--- src/rtl/iecdrv_pkg.sv ---
// Shared types and constants for the drive-side GCR track reader.
// Bit timing is expressed in 16 MHz-equivalent ce ticks.
package iecdrv_pkg;

    typedef enum logic [1:0] {
        IDLE  = 2'd0,
        PRIME = 2'd1,
        RUN   = 2'd2
    } trk_state_t;

    localparam int SYNC_BITS        = 10;
    localparam int BYTE_READY_TICKS = 8;
    localparam int PERIOD_W         = 7;

    // Bit-cell length in ce ticks: 64/60/56/52 for zones 0..3
    function automatic logic [PERIOD_W-1:0] zone_period(input logic [1:0] speed);
        return {5'd16 - {3'd0, speed}, 2'b00};
    endfunction

endpackage

--- src/rtl/iecdrv_gcr_decoder.sv ---
// Models the drive read electronics: SYNC detector, bit counter, byte latch
// and the BYTE READY strobe.
module iecdrv_gcr_decoder
    import iecdrv_pkg::*;
(
    input  logic       clk,
    input  logic       reset,
    input  logic       i_clr,
    input  logic       i_ce,
    input  logic       i_bit_tick,
    input  logic       i_bit,
    input  logic       i_soe,
    output logic [7:0] o_dout,
    output logic       o_sync,
    output logic       o_byte_n
);

    logic [SYNC_BITS-2:0] r_rx;
    logic                 r_sync;
    logic [2:0]           r_cnt;
    logic [3:0]           r_bn_cnt;
    logic [7:0]           r_dout;

    logic [SYNC_BITS-1:0] w_win;
    logic                 w_all_ones;
    logic                 w_done;

    assign w_win      = {r_rx, i_bit};
    assign w_all_ones = &w_win;
    assign w_done     = i_bit_tick && !i_clr && !w_all_ones && !r_sync && (r_cnt == 3'd7);

    always_ff @(posedge clk) begin
        if (reset || i_clr) begin
            r_rx   <= '0;
            r_sync <= 1'b0;
            r_cnt  <= 3'd0;
        end else if (i_bit_tick) begin
            r_rx <= w_win[SYNC_BITS-2:0];
            if (w_all_ones) begin
                r_sync <= 1'b1;
                r_cnt  <= 3'd0;
            end else if (r_sync) begin
                // first non-sync bit is bit 7 of the first byte
                r_sync <= 1'b0;
                r_cnt  <= 3'd1;
            end else begin
                r_cnt <= r_cnt + 3'd1;
            end
        end
    end

    always_ff @(posedge clk) begin
        if (reset) begin
            r_dout <= 8'h00;
        end else if (w_done) begin
            r_dout <= w_win[7:0];
        end
    end

    // soe is only looked at when a byte completes; a new byte restarts the window
    always_ff @(posedge clk) begin
        if (reset || i_clr) begin
            r_bn_cnt <= 4'd0;
        end else if (w_done && i_soe) begin
            r_bn_cnt <= 4'(BYTE_READY_TICKS);
        end else if (i_ce && (r_bn_cnt != 4'd0)) begin
            r_bn_cnt <= r_bn_cnt - 4'd1;
        end
    end

    assign o_dout   = r_dout;
    assign o_sync   = r_sync;
    assign o_byte_n = (r_bn_cnt == 4'd0);

endmodule

--- src/rtl/iecdrv_track_reader.sv ---
// Read side of the GCR track buffer: fetches track bytes, serializes them at
// the zone bit rate and feeds the GCR decoder.
module iecdrv_track_reader
    import iecdrv_pkg::*;
#(
    parameter int ADDRWIDTH = 13
)
(
    input  logic                 clk,
    input  logic                 reset,
    input  logic                 ce,
    input  logic                 mtr,
    input  logic                 busy,
    input  logic [1:0]           speed,
    input  logic                 soe,
    input  logic [ADDRWIDTH-1:0] track_len,
    output logic [ADDRWIDTH-1:0] mem_addr,
    input  logic [7:0]           mem_q,
    output logic [7:0]           dout,
    output logic                 sync_n,
    output logic                 byte_n
);

    trk_state_t            r_state;
    logic [1:0]            r_prime_cnt;
    logic [ADDRWIDTH-1:0]  r_pos;
    logic [ADDRWIDTH-1:0]  r_addr;
    logic [PERIOD_W-1:0]   r_per;
    logic [PERIOD_W-1:0]   r_per_tc;
    logic [3:0]            r_bits_left;
    logic [2:0]            r_fetch;
    logic [7:0]            r_sh;
    logic [7:0]            r_nxt;

    logic                  w_halt;
    logic [ADDRWIDTH-1:0]  w_pos_inc;
    logic [ADDRWIDTH-1:0]  w_pos_next;
    logic                  w_run_en;
    logic                  w_tick;
    logic                  w_load;
    logic                  w_reload;
    logic                  w_sync;

    assign w_halt     = busy || (track_len == '0);
    assign w_pos_inc  = r_pos + {{(ADDRWIDTH-1){1'b0}}, 1'b1};
    assign w_pos_next = (w_pos_inc == track_len) ? '0 : w_pos_inc;
    assign w_run_en   = (r_state == RUN) && mtr && ce && !w_halt;
    assign w_tick     = w_run_en && (r_per == r_per_tc);
    assign w_load     = (r_state == PRIME) && (r_prime_cnt == 2'd2) && !w_halt;
    assign w_reload   = w_tick && (r_bits_left == 4'd1);

    always_ff @(posedge clk) begin
        if (reset || w_halt) begin
            r_state     <= IDLE;
            r_prime_cnt <= 2'd0;
            r_pos       <= '0;
            r_addr      <= '0;
            r_per       <= '0;
            r_per_tc    <= '0;
            r_bits_left <= 4'd0;
        end else begin
            case (r_state)
                IDLE: begin
                    if (mtr) begin
                        r_state     <= PRIME;
                        r_prime_cnt <= 2'd0;
                        r_addr      <= r_pos;
                    end
                end
                PRIME: begin
                    if (r_prime_cnt == 2'd2) begin
                        r_state     <= RUN;
                        r_per       <= '0;
                        r_per_tc    <= zone_period(speed) - 7'd1;
                        r_bits_left <= 4'd8;
                        r_pos       <= w_pos_next;
                        r_addr      <= w_pos_next;
                    end else begin
                        r_prime_cnt <= r_prime_cnt + 2'd1;
                    end
                end
                RUN: begin
                    // motor off simply stops the bit clock; everything holds
                    if (w_tick) begin
                        r_per    <= '0;
                        r_per_tc <= zone_period(speed) - 7'd1;
                        if (w_reload) begin
                            r_bits_left <= 4'd8;
                            r_pos       <= w_pos_next;
                            r_addr      <= w_pos_next;
                        end else begin
                            r_bits_left <= r_bits_left - 4'd1;
                        end
                    end else if (w_run_en) begin
                        r_per <= r_per + 7'd1;
                    end
                end
                default: r_state <= IDLE;
            endcase
        end
    end

    // nxt is captured three clk after its address is issued, matching PRIME
    always_ff @(posedge clk) begin
        if (reset || w_halt) begin
            r_fetch <= 3'd0;
        end else if (w_load || w_reload) begin
            r_fetch <= 3'b001;
        end else begin
            r_fetch <= {r_fetch[1:0], 1'b0};
        end
    end

    always_ff @(posedge clk) begin
        if (r_fetch[2]) begin
            r_nxt <= mem_q;
        end
        if (w_load) begin
            r_sh <= mem_q;
        end else if (w_reload) begin
            r_sh <= r_nxt;
        end else if (w_tick) begin
            r_sh <= {r_sh[6:0], 1'b0};
        end
    end

    iecdrv_gcr_decoder u_dec (
        .clk        (clk),
        .reset      (reset),
        .i_clr      (w_halt),
        .i_ce       (ce),
        .i_bit_tick (w_tick),
        .i_bit      (r_sh[7]),
        .i_soe      (soe),
        .o_dout     (dout),
        .o_sync     (w_sync),
        .o_byte_n   (byte_n)
    );

    assign mem_addr = r_addr;
    assign sync_n   = ~w_sync;

endmodule
--- config.mk ---
export PLATFORM = sky130hd
export DESIGN_NAME = iecdrv_track_reader
export DESIGN_NICKNAME = d
export VERILOG_FILES = /design/src/rtl/iecdrv_pkg.sv /design/src/rtl/iecdrv_gcr_decoder.sv /design/src/rtl/iecdrv_track_reader.sv
export SDC_FILE = /design/constraint.sdc
export NUM_CORES = 1
export LEC_CHECK = 0
export ABC_AREA = 1
export CAP_MARGIN = 40
export CORE_ASPECT_RATIO = 1.2
export CORE_UTILIZATION = 25
export DETAILED_ROUTE_END_ITERATION = 10
export PLACE_DENSITY_LB_ADDON = 0.12
export SETUP_SLACK_MARGIN = 0.05
export SYNTH_ARGS = -nofsm -noshare
export SYNTH_HDL_FRONTEND = slang
export SYNTH_SLANG_ARGS = --single-unit
--- constraint.sdc ---
create_clock -name clk -period 5.1 [get_ports clk]
set_input_delay 0.765 -clock clk [delete_from_list [all_inputs] [get_ports clk]]
set_output_delay 0.765 -clock clk [all_outputs]
set_load 0.02 [all_outputs]
Yosys cells after proc, flatten, opt, wreduce, memory -nomap -nowiden
Cells that the tools add are included.
- add/subtract/negate cells: 8
- eq/ne operators: 13
- muxes and demuxes: 33
- bitwise gates (word level): 2
- reductions and logical operators: 37
- operators with widths (cell ; count):
    2-to-1 mux 13 bit ; 5
    one-hot mux 13 bit (3 select lines) ; 1
    2-to-1 mux 7 bit ; 5
    one-hot mux 7 bit (2 select lines) ; 2
    one-hot mux 13 bit (2 select lines) ; 1
    2-to-1 mux 8 bit ; 3
    2-to-1 mux 4 bit ; 5
    adder 13 x 1 -> 13 bit (second input constant) ; 1
    == test 13 bit ; 1
    logical AND 1 bit ; 13
    logical NOT 13 bit ; 1
    AND reduction 3 bit ; 4
    AND reduction 10 bit ; 1
    2-to-1 mux 2 bit ; 4
    one-hot mux 4 bit (2 select lines) ; 1
    subtractor 4 x 1 -> 4 bit (second input constant) ; 2
    adder 7 x 1 -> 7 bit (second input constant) ; 1
    == test 7 bit ; 1
    subtractor 7 x 1 -> 7 bit (second input constant) ; 1
    2-to-1 mux 3 bit ; 2
    inequality test 2 bit (second input constant) ; 3
    one-hot mux 2 bit (3 select lines) ; 1
    nonzero test 2 bit ; 3
    nonzero test 3 bit ; 2
    20 further kinds ; 29
- bits in registers: 92
- input bits: 29
- output and inout port bits: 23
- word-level logic and storage cells: 110

Longest topological paths before layout
Gate-level depths: netlist of run 1.
- depth in word-level cells: 11
- mapped depth: 14
- depth with buffers taken out: 13

Cells and area by module
From an unflattened synthesis of run 1, not the netlist that was laid out.
- cells, all modules: 663
- area total of the unflattened synthesis: 4793.3 µm²
- by module, submodules not included (module ; times used ; cells an instance ; area each (µm²) ; sequential area each (µm²)):
    iecdrv_track_reader ; 1 ; 522 ; 3739.8 ; 1461.4
    iecdrv_gcr_decoder ; 1 ; 141 ; 1053.5 ; 500.5

Worst setup path after synthesis of run 1
Ideal clock, no wire load.
- path type: input -> register
- start: in track_len[8]
- end: reg r_sh[0], enable pin
- setup time: 304 ps
- arrival time: 1929 ps
- required time: 4796 ps
- path slack: 2867 ps
- cell stages on the path: 8
- path buffers: 2
- path through: nor2_1 nand4_1 o21bai_2 nor2_1 nand2_1 buf_2 clkbuf_1 nand2_1
- longest elaborated chain between the ends: 7
- elaborated cells between the ends (all ways): 8
- those cells by class: reduce/logical (8)
- RTL lines (what ; line ; source):
    from (decl) ; iecdrv_track_reader.sv:16 ; input logic [ADDRWIDTH-1:0] track_len,
    logical NOT 13 bit * ; iecdrv_track_reader.sv:44 ; assign w_halt = busy || (track_len == '0);
    logical OR 1 bit * ; iecdrv_track_reader.sv:44 ;
    logical NOT 1 bit * ; iecdrv_track_reader.sv:47, iecdrv_track_reader.sv:49 ;
    logical AND 1 bit ; iecdrv_track_reader.sv:47 ; assign w_run_en = (r_state == RUN) && mtr && ce && !w_halt;
    logical AND 1 bit ; iecdrv_track_reader.sv:48 ; assign w_tick = w_run_en && (r_per == r_per_tc);
    logical AND 1 bit ; iecdrv_track_reader.sv:50 ; assign w_reload = w_tick && (r_bits_left == 4'd1);
    nonzero test 3 bit (no line) * ; -- ;
    to (signal assigned) ; iecdrv_track_reader.sv:119 ; r_sh <= mem_q;
    to (signal assigned) ; iecdrv_track_reader.sv:121 ; r_sh <= r_nxt;
    to (signal assigned) ; iecdrv_track_reader.sv:123 ; r_sh <= {r_sh[6:0], 1'b0};
    to (decl) ; iecdrv_track_reader.sv:32 ; logic [7:0] r_sh;
Every way passes the cells marked *; elsewhere a longest branch is shown, timed or not.
A chain may end at the register's enable or synchronous reset.

Final worst setup path of run 1
- start: in track_len[4]
- end: reg u_dec.r_dout[3], in the netlist u_dec.o_dout[3]
- longest elaborated chain between the ends: 9
- RTL lines (what ; line ; source):
    logical NOT 13 bit * ; iecdrv_track_reader.sv:44 ;
    logical OR 1 bit * ; iecdrv_track_reader.sv:44 ;
    logical NOT 1 bit * ; iecdrv_gcr_decoder.sv:30, iecdrv_track_reader.sv:47 ;
    logical AND 1 bit ; iecdrv_track_reader.sv:47 ;
    logical AND 1 bit ; iecdrv_track_reader.sv:48 ;
    logical AND 1 bit * (4 in a row) ; iecdrv_gcr_decoder.sv:30 ; assign w_done = i_bit_tick && !i_clr && !w_all_ones && !r_sync && (r_cnt == 3'd7);
    to (signal assigned) ; iecdrv_gcr_decoder.sv:56 ; r_dout <= w_win[7:0];
    to (decl) ; iecdrv_gcr_decoder.sv:22 ; logic [7:0] r_dout;
Marked as above.

==> results of run 1 <==
cell families after synthesis:
kind of cell	Yosys count	share of synthesized area
buffers and inverters	98	0.0840
and+or+nand+nor	305	0.296
xor gates and xnor gates	19	0.0389
DFF	90	0.423
adders and majority gates	15	0.0405
AOI/OAI and AO/OA	104	0.118
report_power, final:
| part | leakage (nW) | total, mW | internal [mW] | switching, mW |
|---|---|---|---|---|
| logic | 1.23 | 0.140 | 0.0573 | 0.0822 |
| registers | 0.742 | 0.738 | 0.731 | 0.00712 |
| clock network | 0.142 | 0.681 | 0.384 | 0.297 |
worst max-delay path: cells and delay by family:
family | cells | cell delay, ns
AND/OR/NAND/NOR | 7 | 1.68
AO/OA/AOI/OAI | 2 | 0.21
buffers and inverters | 2 | 0.92
metrics by stage:
step / power (mW) / cell area (um^2) / std cells / hold WS, ns
after floorplan: 0.834 / 4630 / 631 / 0.394
after global placement: 0.894 / 5350 / 889 / 0.400
after detailed placement: 0.895 / 5350 / 889 / 0.400
after CTS: 1.59 / 5650 / 905 / 0.412
after global routing: 1.63 / 5650 / 905 / 0.447
final: 1.56 / 5650 / 905 / 0.408
flip-flops by register name, summed over array words and instances (netlist names):
signal / flops
r_nxt: 8
u_dec.o_sync: 1
r_per_tc: 5
r_prime_cnt: 2
r_state: 2
u_dec.r_rx: 9
u_dec.r_cnt: 3
u_dec.o_dout: 8
r_sh: 8
r_fetch: 3
r_per: 7
r_pos: 13
u_dec.r_bn_cnt: 4
mem_addr: 13
r_bits_left: 4
final cells by class:
cell class / instances / area (um^2) / share of cell area
Multi-Input combinational cell: 443 / 2290 / 0.404
Sequential cell: 90 / 1960 / 0.347
Timing Repair Buffer: 53 / 526 / 0.0930
Inverter: 79 / 297 / 0.0525
Tap cell: 224 / 280 / 0.0496
Clock buffer: 9 / 225 / 0.0398
Clock inverter: 7 / 77.6 / 0.0137
how the worst max path moves through the flow:
stage,start,endpoint,depth (start not counted)
after floorplan,track_len[8],r_sh[0],8
after global placement,track_len[4],u_dec.o_dout[1],11
after detailed placement,track_len[4],u_dec.o_dout[4],10
after CTS,track_len[4],u_dec.o_dout[4],10
after global routing,track_len[4],u_dec.o_dout[7],10
final,track_len[4],u_dec.o_dout[3],11
cell usage in the layout, fill, tap and decap left out, types with 10 or more instances in the layout:
| master | count |
|---|---|
| a21oi_1 | 51 |
| clkdlybuf4s50_1 | 51 |
| dfxtp_1 | 74 |
| edfxtp_1 | 16 |
| ha_1 | 15 |
| inv_1 | 75 |
| nand2_1 | 132 |
| nand3_1 | 58 |
| nor2_1 | 61 |
| nor3_1 | 12 |
| o21ai_0 | 30 |
| o21ai_1 | 12 |
| xnor2_1 | 10 |
routing by layer:
| metal | GRT usage | part of all wire |
|---|---|---|
| met5 | 0 | 0 |
| met3 | 0.0247 | 0.028 |
| met2 | 0.233 | 0.50 |
| met4 | 0.0542 | 0.015 |
| met1 | 0.153 | 0.46 |
==> impl_results.md, run 1 <==
- Post-place setup slack: 1.35 ns
- Crit-path cells: clkdlybuf4s50_1 -> nor2_1 -> nand4_1 -> o21bai_2 -> nor2_1 -> nand2_1 -> inv_2 -> nand4_1 -> nand2_1 -> o21ai_0 -> and2_1
- Post-synth EDFFs: 16
- Post-CTS Setup Inserts: 0
- Syn nets: 675
- Ys flop type: dfxtp_1
- H-Tree Depth: 3
- Routability congestion estimate: between 0.7 and 0.8
- Worst-path clk slew: 0.07 ns
- Gr usage total: 0.130
- Lkg Pwr: 2.12 nW
- I/O Pins: 52
- Area Growth Syn to Fin: 22.0%
- Final HPWL DP: 8640 um
- DR iter-0 viols: 175
- Post-synth top area cell: dfxtp_1
- Final Util: 0.311
- Post-CTS sizing: 0
- Share of the synthesized area in the top cell type: 0.320
- Reg2reg start: r_state[0]
- Sequential share of the synthesized area: 0.423
- Endpoint, Worst Hold: r_fetch[2]
- Worst path arrival time: about 3.6 ns
- Syn Std Cell Area: 4630 um^2
- CP endpoint kind: flop
- Largest net degree at the start of global routing: 35
- Vias: ~4100
- Hold buffer count at CTS: 0
- Clock Latency Late Sink: 0.35 ns
- Via/cell ratio: 4.51
- First drt pass iteration count: 5
- Clock Tree Buf Depth: 2
- Row count: 54
- Area contributors post-synth: dfxtp_1, nand2_1, edfxtp_1
- Die area: roughly 19000 um^2
- Die W: 126 um
- Routed WL per cell: between 10 and 15 um
- Critical Path Start Type: input pin
- Grt ovf: 0
- R2R setup slack: just over 2 ns
- Final antenna-violating net count: 0
- Antenna violations before repair: 0
- Core ar.: 18200 um^2
- Final WL: about 12000 um
- Post-Syn Area per Cell: between 7 and 8 um^2
- Slew @ Worst Pin: between 0.8 and 0.9 ns
- Power Dens Cells: roughly 280 nW/um^2
- Cts bufs inserted: 9
- Fin nets: between 700 and 800
- Port-buffer cells: 51
- Root Buffer: clkbuf_16
- Critical hold path startpoint: r_fetch[1]
- Slowest CP cell: nand4_1
- Max Fanout on Critical Path: 20
- Top-count cell post-synth: nand2_1
- Die Y: between 150 and 200 um
- Crit Path Category: input pin to flop
- Worst r2r dst: u_dec.o_dout[3]
- Syn Inst Count: around 630
- Setup violators final: 0
- Synth Warn #: 0
- Tcrit/Tclk final: 0.654
- Min Tclk post-route: 3.34 ns
- Status: complete, no violations
- Share of cells above drive strength 1: 0.0558
- FF-to-FF path depth: 10
- Worst Skew: between 0.01 and 0.015 ns
- CTS tree: built
- Max Slew Vio Count: 0
- Worst path required time: roughly 5.3 ns
- CP peak stage delay: between 0.5 and 0.6 ns
- Synth top cells by count: nand2_1, inv_1, dfxtp_1, nor2_1, nand3_1
- Number of synthesized register bits: 90
- Fillers: 1960
- First-pass GRT wire length: between 15000 and 20000 um
- Setup_tns: 0 ns
- Max-slew headroom: 0.419
- DRC viols: 0
- Worst ir drop on vdd: between 0.0001 and 0.00015 V
- FMAX: around 300 MHz
- Initial core utilization: 0.255
- Post-synth ARST share: 0
- Vias in the first global route: about 3900
- Number of max-cap violations: 0
- Final WS setup: between 1.5 and 2 ns
- Ant. Diodes: 0
- Hold Path Depth: 2
- Hold Fails Final Rpt: 0
- Hold Path Class: flop to flop
- # clock sinks: 90
- RSZ-0062 raised after global routing: false
- Synth cell types: 36
Power figures use the tool's default switching activity.
==> run 2: changes to the inputs <==
==> constraint.sdc (replaced) <==
create_clock -name clk -period 3.14 [get_ports clk]
set_input_delay 0.471 -clock clk [delete_from_list [all_inputs] [get_ports clk]]
set_output_delay 0.471 -clock clk [all_outputs]
set_load 0.02 [all_outputs]
==> impl_results.md, run 2 (synthesis gave the netlist of run 1 again) <==
- Vias in the first global route: 4081 (+4.0%)
- Power Dens Cells: 438 nW/um^2 (+59%)
- Setup violators final: 0 (unchanged)
- Routed WL per cell: 12.9 um (-0.11%)
- Share of cells above drive strength 1: 0.0666 (+0.0108)
- Clock Latency Late Sink: 0.35 ns (about the same)
- Fin nets: 730 (+1.4%)
- Sequential share of power: 0.478 (+0.004)
- Hold Fails Final Rpt: 0 (unchanged)
- Cell-internal power: 1.90 mW (+62%)
- Status: complete, no violations
- Max-slew headroom: 0.601 (+0.182)
- Die area: 19100 um^2 (unchanged)
- FMAX: ~420 MHz
- Fillers: 1952 (-0.41%)
- Hold Path Class: flop to flop
- Top delay family on crit path: simple AND/OR/NAND/NOR gates
- DRC viols: 0 (unchanged)
- Critical Path Start Type: flop
- Commonest non-fill, non-tap cells in the layout: nand2_1, inv_1, dfxtp_1
- Vias: 4137 (+1.4%)
- Worst-path clk slew: 0.06 ns (about the same)
- Min Tclk post-route: approximately 2.4 ns
- Crit path buf inv count: 0 (-2)
- Final Util: 0.314 (+0.00323)
- Worst path required time: 3.36 ns (-1.98 ns)
- Max Fanout on Critical Path: 26 (+30%)
- Post-CTS sizing: 0 (unchanged)
- Core ar.: 18200 um^2 (unchanged)
- CTS tree: built
- I/O Pins: 52 (unchanged)
- Post-place setup slack: 0.406 ns (-0.939 ns)
- Final WL: 11800 um (+0.99%)
- Die Y: 151 um (unchanged)
- # clock sinks: 90 (unchanged)
- Post-CTS Setup Inserts: 0 (unchanged)
- Hold buffer count at CTS: 0 (unchanged)
- Worst path arrival time: 2.58 ns (-1.00 ns)
- Largest net degree at the start of global routing: 27 (-23%)
- Slew @ Worst Pin: 0.596 ns (-0.273 ns)
- Crit Path Category: flop to flop
- Switching portion of total power: 0.242 (-0.00553)
- Cts bufs inserted: 9 (unchanged)
- Setup_tns: 0 ns (unchanged)
- Die W: 126 um (unchanged)
- H-Tree Depth: 3 (unchanged)
- Combinational power share: 0.094 (+0.004)
- Final WS setup: 0.776 ns (-0.987 ns)
- Via/cell ratio: 4.52 (+0.34%)
- Gr usage total: 0.131 (+0.000902)
- Initial core utilization: 0.255 (unchanged)
- Worst ir drop on vdd: 0.000234 V (+60%)
- Lkg Pwr: 2.16 nW (+1.8%)
- Worst Skew: 0.00749 ns (-0.00306 ns)
- Most used cell along the critical path: nand2_1
- Final HPWL DP: 8890 um (+2.9%)
- Routability congestion estimate: 0.832 (+6.1%)
- Crit-path cells: ha_1 -> nand2_2 -> o21ai_0 -> nand2_1 -> nand2_1 -> nand2_1 -> nor2_1 -> nand2_1 -> nor2_2 -> nand3_4 -> nand3_1 -> o21ai_1
- Most common cell after layout, fill and taps aside: nand2_1
- Antenna violations before repair: 0 (unchanged)
- DR iter-0 viols: 171 (-2.3%)
- WHS: 0.410 ns (+0.00191 ns)
- Clk network pwr share: 0.428 (-0.009)
- Clock Tree Buf Depth: 2 (unchanged)
- Port-buffer cells: 51 (unchanged)
- Root Buffer: clkbuf_16
- Final antenna-violating net count: 0 (unchanged)
- First-pass GRT wire length: 19700 um (+1.2%)
- Slowest CP cell: dfxtp_1
- Number of max-cap violations: 0 (unchanged)
- Tcrit/Tclk final: 0.753
- Max Slew Vio Count: 0 (unchanged)
- Ant. Diodes: 0 (unchanged)
- Grt ovf: 0 (unchanged)
- Total Power: 2.50 mW (+61%)
- P_sw: 606 uW (+57%)
- RSZ-0062 raised after global routing: false
- CP peak stage delay: 0.44 ns (-0.10 ns)
- CP endpoint kind: flop
- First drt pass iteration count: 6 (+1)
- Row count: 54 (unchanged)
- Area Growth Syn to Fin: 23.2%
## run 2: area by class of cell
| type | instances | area, um^2 | area share |
|---|---|---|---|
| flip-flops and latches | 90 | 1960 | 0.343 |
| inverters | 79 | 297 | 0.0519 |
| multi-input cells | 443 | 2290 | 0.400 |
| well taps | 224 | 280 | 0.0491 |
| clock inverters | 6 | 57.6 | 0.0101 |
| repair buffers | 63 | 601 | 0.105 |
| clock buffers | 10 | 229 | 0.0401 |
## run 2: final timing paths
check,startpoint,end,slack [ns],cells after the start
max reg2reg,r_pos[1],r_pos[6],0.78,12
max,r_pos[1],r_pos[6],0.78,12
min,r_fetch[1],r_fetch[2],0.41,2
min reg2reg,r_fetch[1],r_fetch[2],0.41,2
## run 2: worst register-to-register path, delay by kind of cell, from the launching register on
family	cells	cell delay [ns]
AND/OR/NAND/NOR	9	1.22
flip-flops	1	0.44
AO/OA/AOI/OAI	2	0.34
adder cells (fa/ha/maj)	1	0.25
## run 2: through the flow
stage | instance area, um^2 | cells
2_1_floorplan | 4630 | 631
3_3_place_gp | 5430 | 899
3_5_place_dp | 5430 | 899
4_1_cts | 5710 | 915
5_1_grt | 5710 | 915
6_report | 5710 | 915
## run 2: power groups by stage
| stage | Clock (mW) | Combinational, mW | Sequential, mW |
|---|---|---|---|
| 2_1_floorplan | 0 | 0.124 | 1.23 |
| 3_3_place_gp | 0 | 0.237 | 1.22 |
| 3_5_place_dp | 0 | 0.237 | 1.22 |
| 4_1_cts | 1.10 | 0.239 | 1.20 |
| 5_1_grt | 1.14 | 0.264 | 1.20 |
| 6_report | 1.07 | 0.235 | 1.20 |
## run 2: routing by layer
| metal | GRT usage | wire, um |
|---|---|---|
| met1 | 0.153 | 5420 |
| met2 | 0.236 | 5830 |
| met3 | 0.0187 | 300 |
| met5 | 0 | 0 |
| met4 | 0.0627 | 229 |
==> run 3: changes to the inputs <==
==> constraint.sdc (replaced) <==
create_clock -name clk -period 2.4 [get_ports clk]
set_input_delay 0.36 -clock clk [delete_from_list [all_inputs] [get_ports clk]]
set_output_delay 0.36 -clock clk [all_outputs]
set_load 0.02 [all_outputs]
==> impl_results.md, run 3 (synthesis gave the netlist of run 1 again) <==
- Power Dens Cells: 573 nW/um^2 (+31%)
- H-Tree Depth: 3 (unchanged)
- DR iter-0 viols: 156 (-8.8%)
- FMAX: 457 MHz (+8.0%)
- Routability congestion estimate: 0.887 (+6.6%)
- Share of cells above drive strength 1: 0.101 (+0.0346)
- Via/cell ratio: 4.53 (+0.24%)
- Initial core utilization: 0.255 (unchanged)
- Die W: 126 um (unchanged)
- Root Buffer: clkbuf_16
- Area Growth Syn to Fin: 28.7%
- CP peak stage delay: 0.55 ns (+0.11 ns)
- CTS tree: built
- Clock Latency Late Sink: 0.36 ns (about the same)
- Setup violators final: 0 (unchanged)
- Max Slew Vio Count: 0 (unchanged)
- Clock Tree Buf Depth: 2 (unchanged)
- Worst ir drop on vdd: 0.000348 V (+49%)
- Most common cell after layout, fill and taps aside: nand2_1
- Port-buffer cells: 51 (unchanged)
- Met1 Usage GRT: 0.150 (-0.00312)
- Fin nets: 751 (+2.9%)
- Core ar.: 18200 um^2 (unchanged)
- Slew @ Worst Pin: 0.470 ns (-0.127 ns)
- Max-slew headroom: 0.687 (+0.0855)
- Final HPWL DP: 8890 um (about the same)
- Global route hottest layer: met2
- M2 GR Usage: 0.235 (-0.00138)
- First-pass GRT wire length: 19400 um (-1.4%)
- Ant. Diodes: 0 (unchanged)
- Lkg Pwr: 2.27 nW (+5.4%)
- Die area: 19100 um^2 (unchanged)
- Min Tclk post-route: 2.19 ns (-0.174 ns)
- Final WL: 12400 um (+5.4%)
- Hold Path Class: flop to flop
- Vias: 4242 (+2.5%)
- Worst-path clk slew: 0.07 ns (about the same)
- RSZ-0062 raised after global routing: false
- Die Y: 151 um (unchanged)
- Tcrit/Tclk final: 0.912 (+0.159)
- Grt ovf: 0 (unchanged)
- Routed WL per cell: 13.3 um (+3.0%)
- Met3 Use GR: 0.0268 (+0.00812)
- Max Fanout on Critical Path: 6 (-77%)
- First drt pass iteration count: 4 (-2)
- Worst Skew: 0.0132 ns (+0.00569 ns)
- Non-Filler Instances: 936 (+2.3%)
- Fillers: 1954 (+0.10%)
- Antenna violations before repair: 0 (unchanged)
- Hold Fails Final Rpt: 0 (unchanged)
- Worst path required time: 2.65 ns (-0.71 ns)
- Final antenna-violating net count: 0 (unchanged)
- Placed insts: 913 (+1.6%)
- Status: complete, no violations
- Gr usage total: 0.132 (+0.000997)
- I/O Pins: 52 (unchanged)
- Total Power: 3.42 mW (+37%)
- WHS: 0.418 ns (+0.00819 ns)
- Worst path arrival time: 2.44 ns (-0.14 ns)
- DRC viols: 0 (unchanged)
- Crit Path Category: flop to flop
- Largest net degree at the start of global routing: 27 (unchanged)
- Row count: 54 (unchanged)
- # clock sinks: 90 (unchanged)
- Slowest CP cell: xnor3_1
- Vias in the first global route: 3937 (-3.5%)
- CP endpoint kind: flop
- Commonest non-fill, non-tap cells in the layout: nand2_1, inv_1, dfxtp_1
- Critical Path Start Type: flop
- Number of max-cap violations: 0 (unchanged)
- Cts bufs inserted: 9 (unchanged)
- Most used cell along the critical path: nand3_1
- Setup_tns: 0 ns (unchanged)
- Crit-path cells: ha_2 -> nand2_2 -> nor2_4 -> nand3_1 -> xnor3_1 -> nand3_4 -> nand3_1 -> o21ai_1
-- run 3: layout make-up --
class / instances / area, um^2 / share of cell area
flip-flops and latches: 90 / 1960 / 0.329
clock buffers: 9 / 225 / 0.0378
inverters: 79 / 297 / 0.0497
well taps: 224 / 280 / 0.0470
multi-input cells: 446 / 2360 / 0.395
clock inverters: 7 / 95.1 / 0.0159
repair buffers: 81 / 748 / 0.125
-- run 3: metal layers --
layer / up-vias / wire length, um
li1: 2226 / -
met4: 0 / 344
met5: - / 0
met2: 77 / 6140
met1: 1917 / 5540
met3: 22 / 397
-- run 3: critical path, delay by kind of cell, from the launching register on --
family | cells | cell delay (ns)
AND/OR/NAND/NOR | 5 | 0.81
XOR/XNOR | 1 | 0.55
flip-flops | 1 | 0.40
adder cells (fa/ha/maj) | 1 | 0.25
AO/OA/AOI/OAI | 1 | 0.06
-- run 3: what timing repair did --
action	CTS	global route
gates resized for setup	3	7
hold buffers	0	0
pin swaps	1	4
setup endpoints to repair	1	26
cloned	1	2
setup buffers	0	4
-- run 3: stage by stage --
step            util  cell area (um^2)  worst slack (ns)
2_1_floorplan      -              4630             0.455
3_3_place_gp   0.305              5540            0.0745
3_5_place_dp   0.305              5540            0.0398
4_1_cts        0.324              5890            0.0979
5_1_grt        0.328              5970            0.0437
6_report       0.328              5970             0.210
-- run 3: where the power goes --
| part | total (mW) | switching, mW | leakage, nW | internal [mW] |
|---|---|---|---|---|
| clock network | 1.52 | 0.681 | 0.157 | 0.838 |
| logic | 0.334 | 0.189 | 1.37 | 0.145 |
| registers | 1.56 | 0.0127 | 0.742 | 1.55 |
| total | 3.42 | 0.883 | 2.27 | 2.54 |
-- run 3: path summary, 6_finish.rpt --
kind	from	slack (ns)	end	cells after the start
max reg2reg	r_pos[0]	0.21	r_pos[5]	8
min	r_fetch[1]	0.42	r_fetch[2]	2
max	r_pos[0]	0.21	r_pos[5]	8
min reg2reg	r_fetch[1]	0.42	r_fetch[2]	2
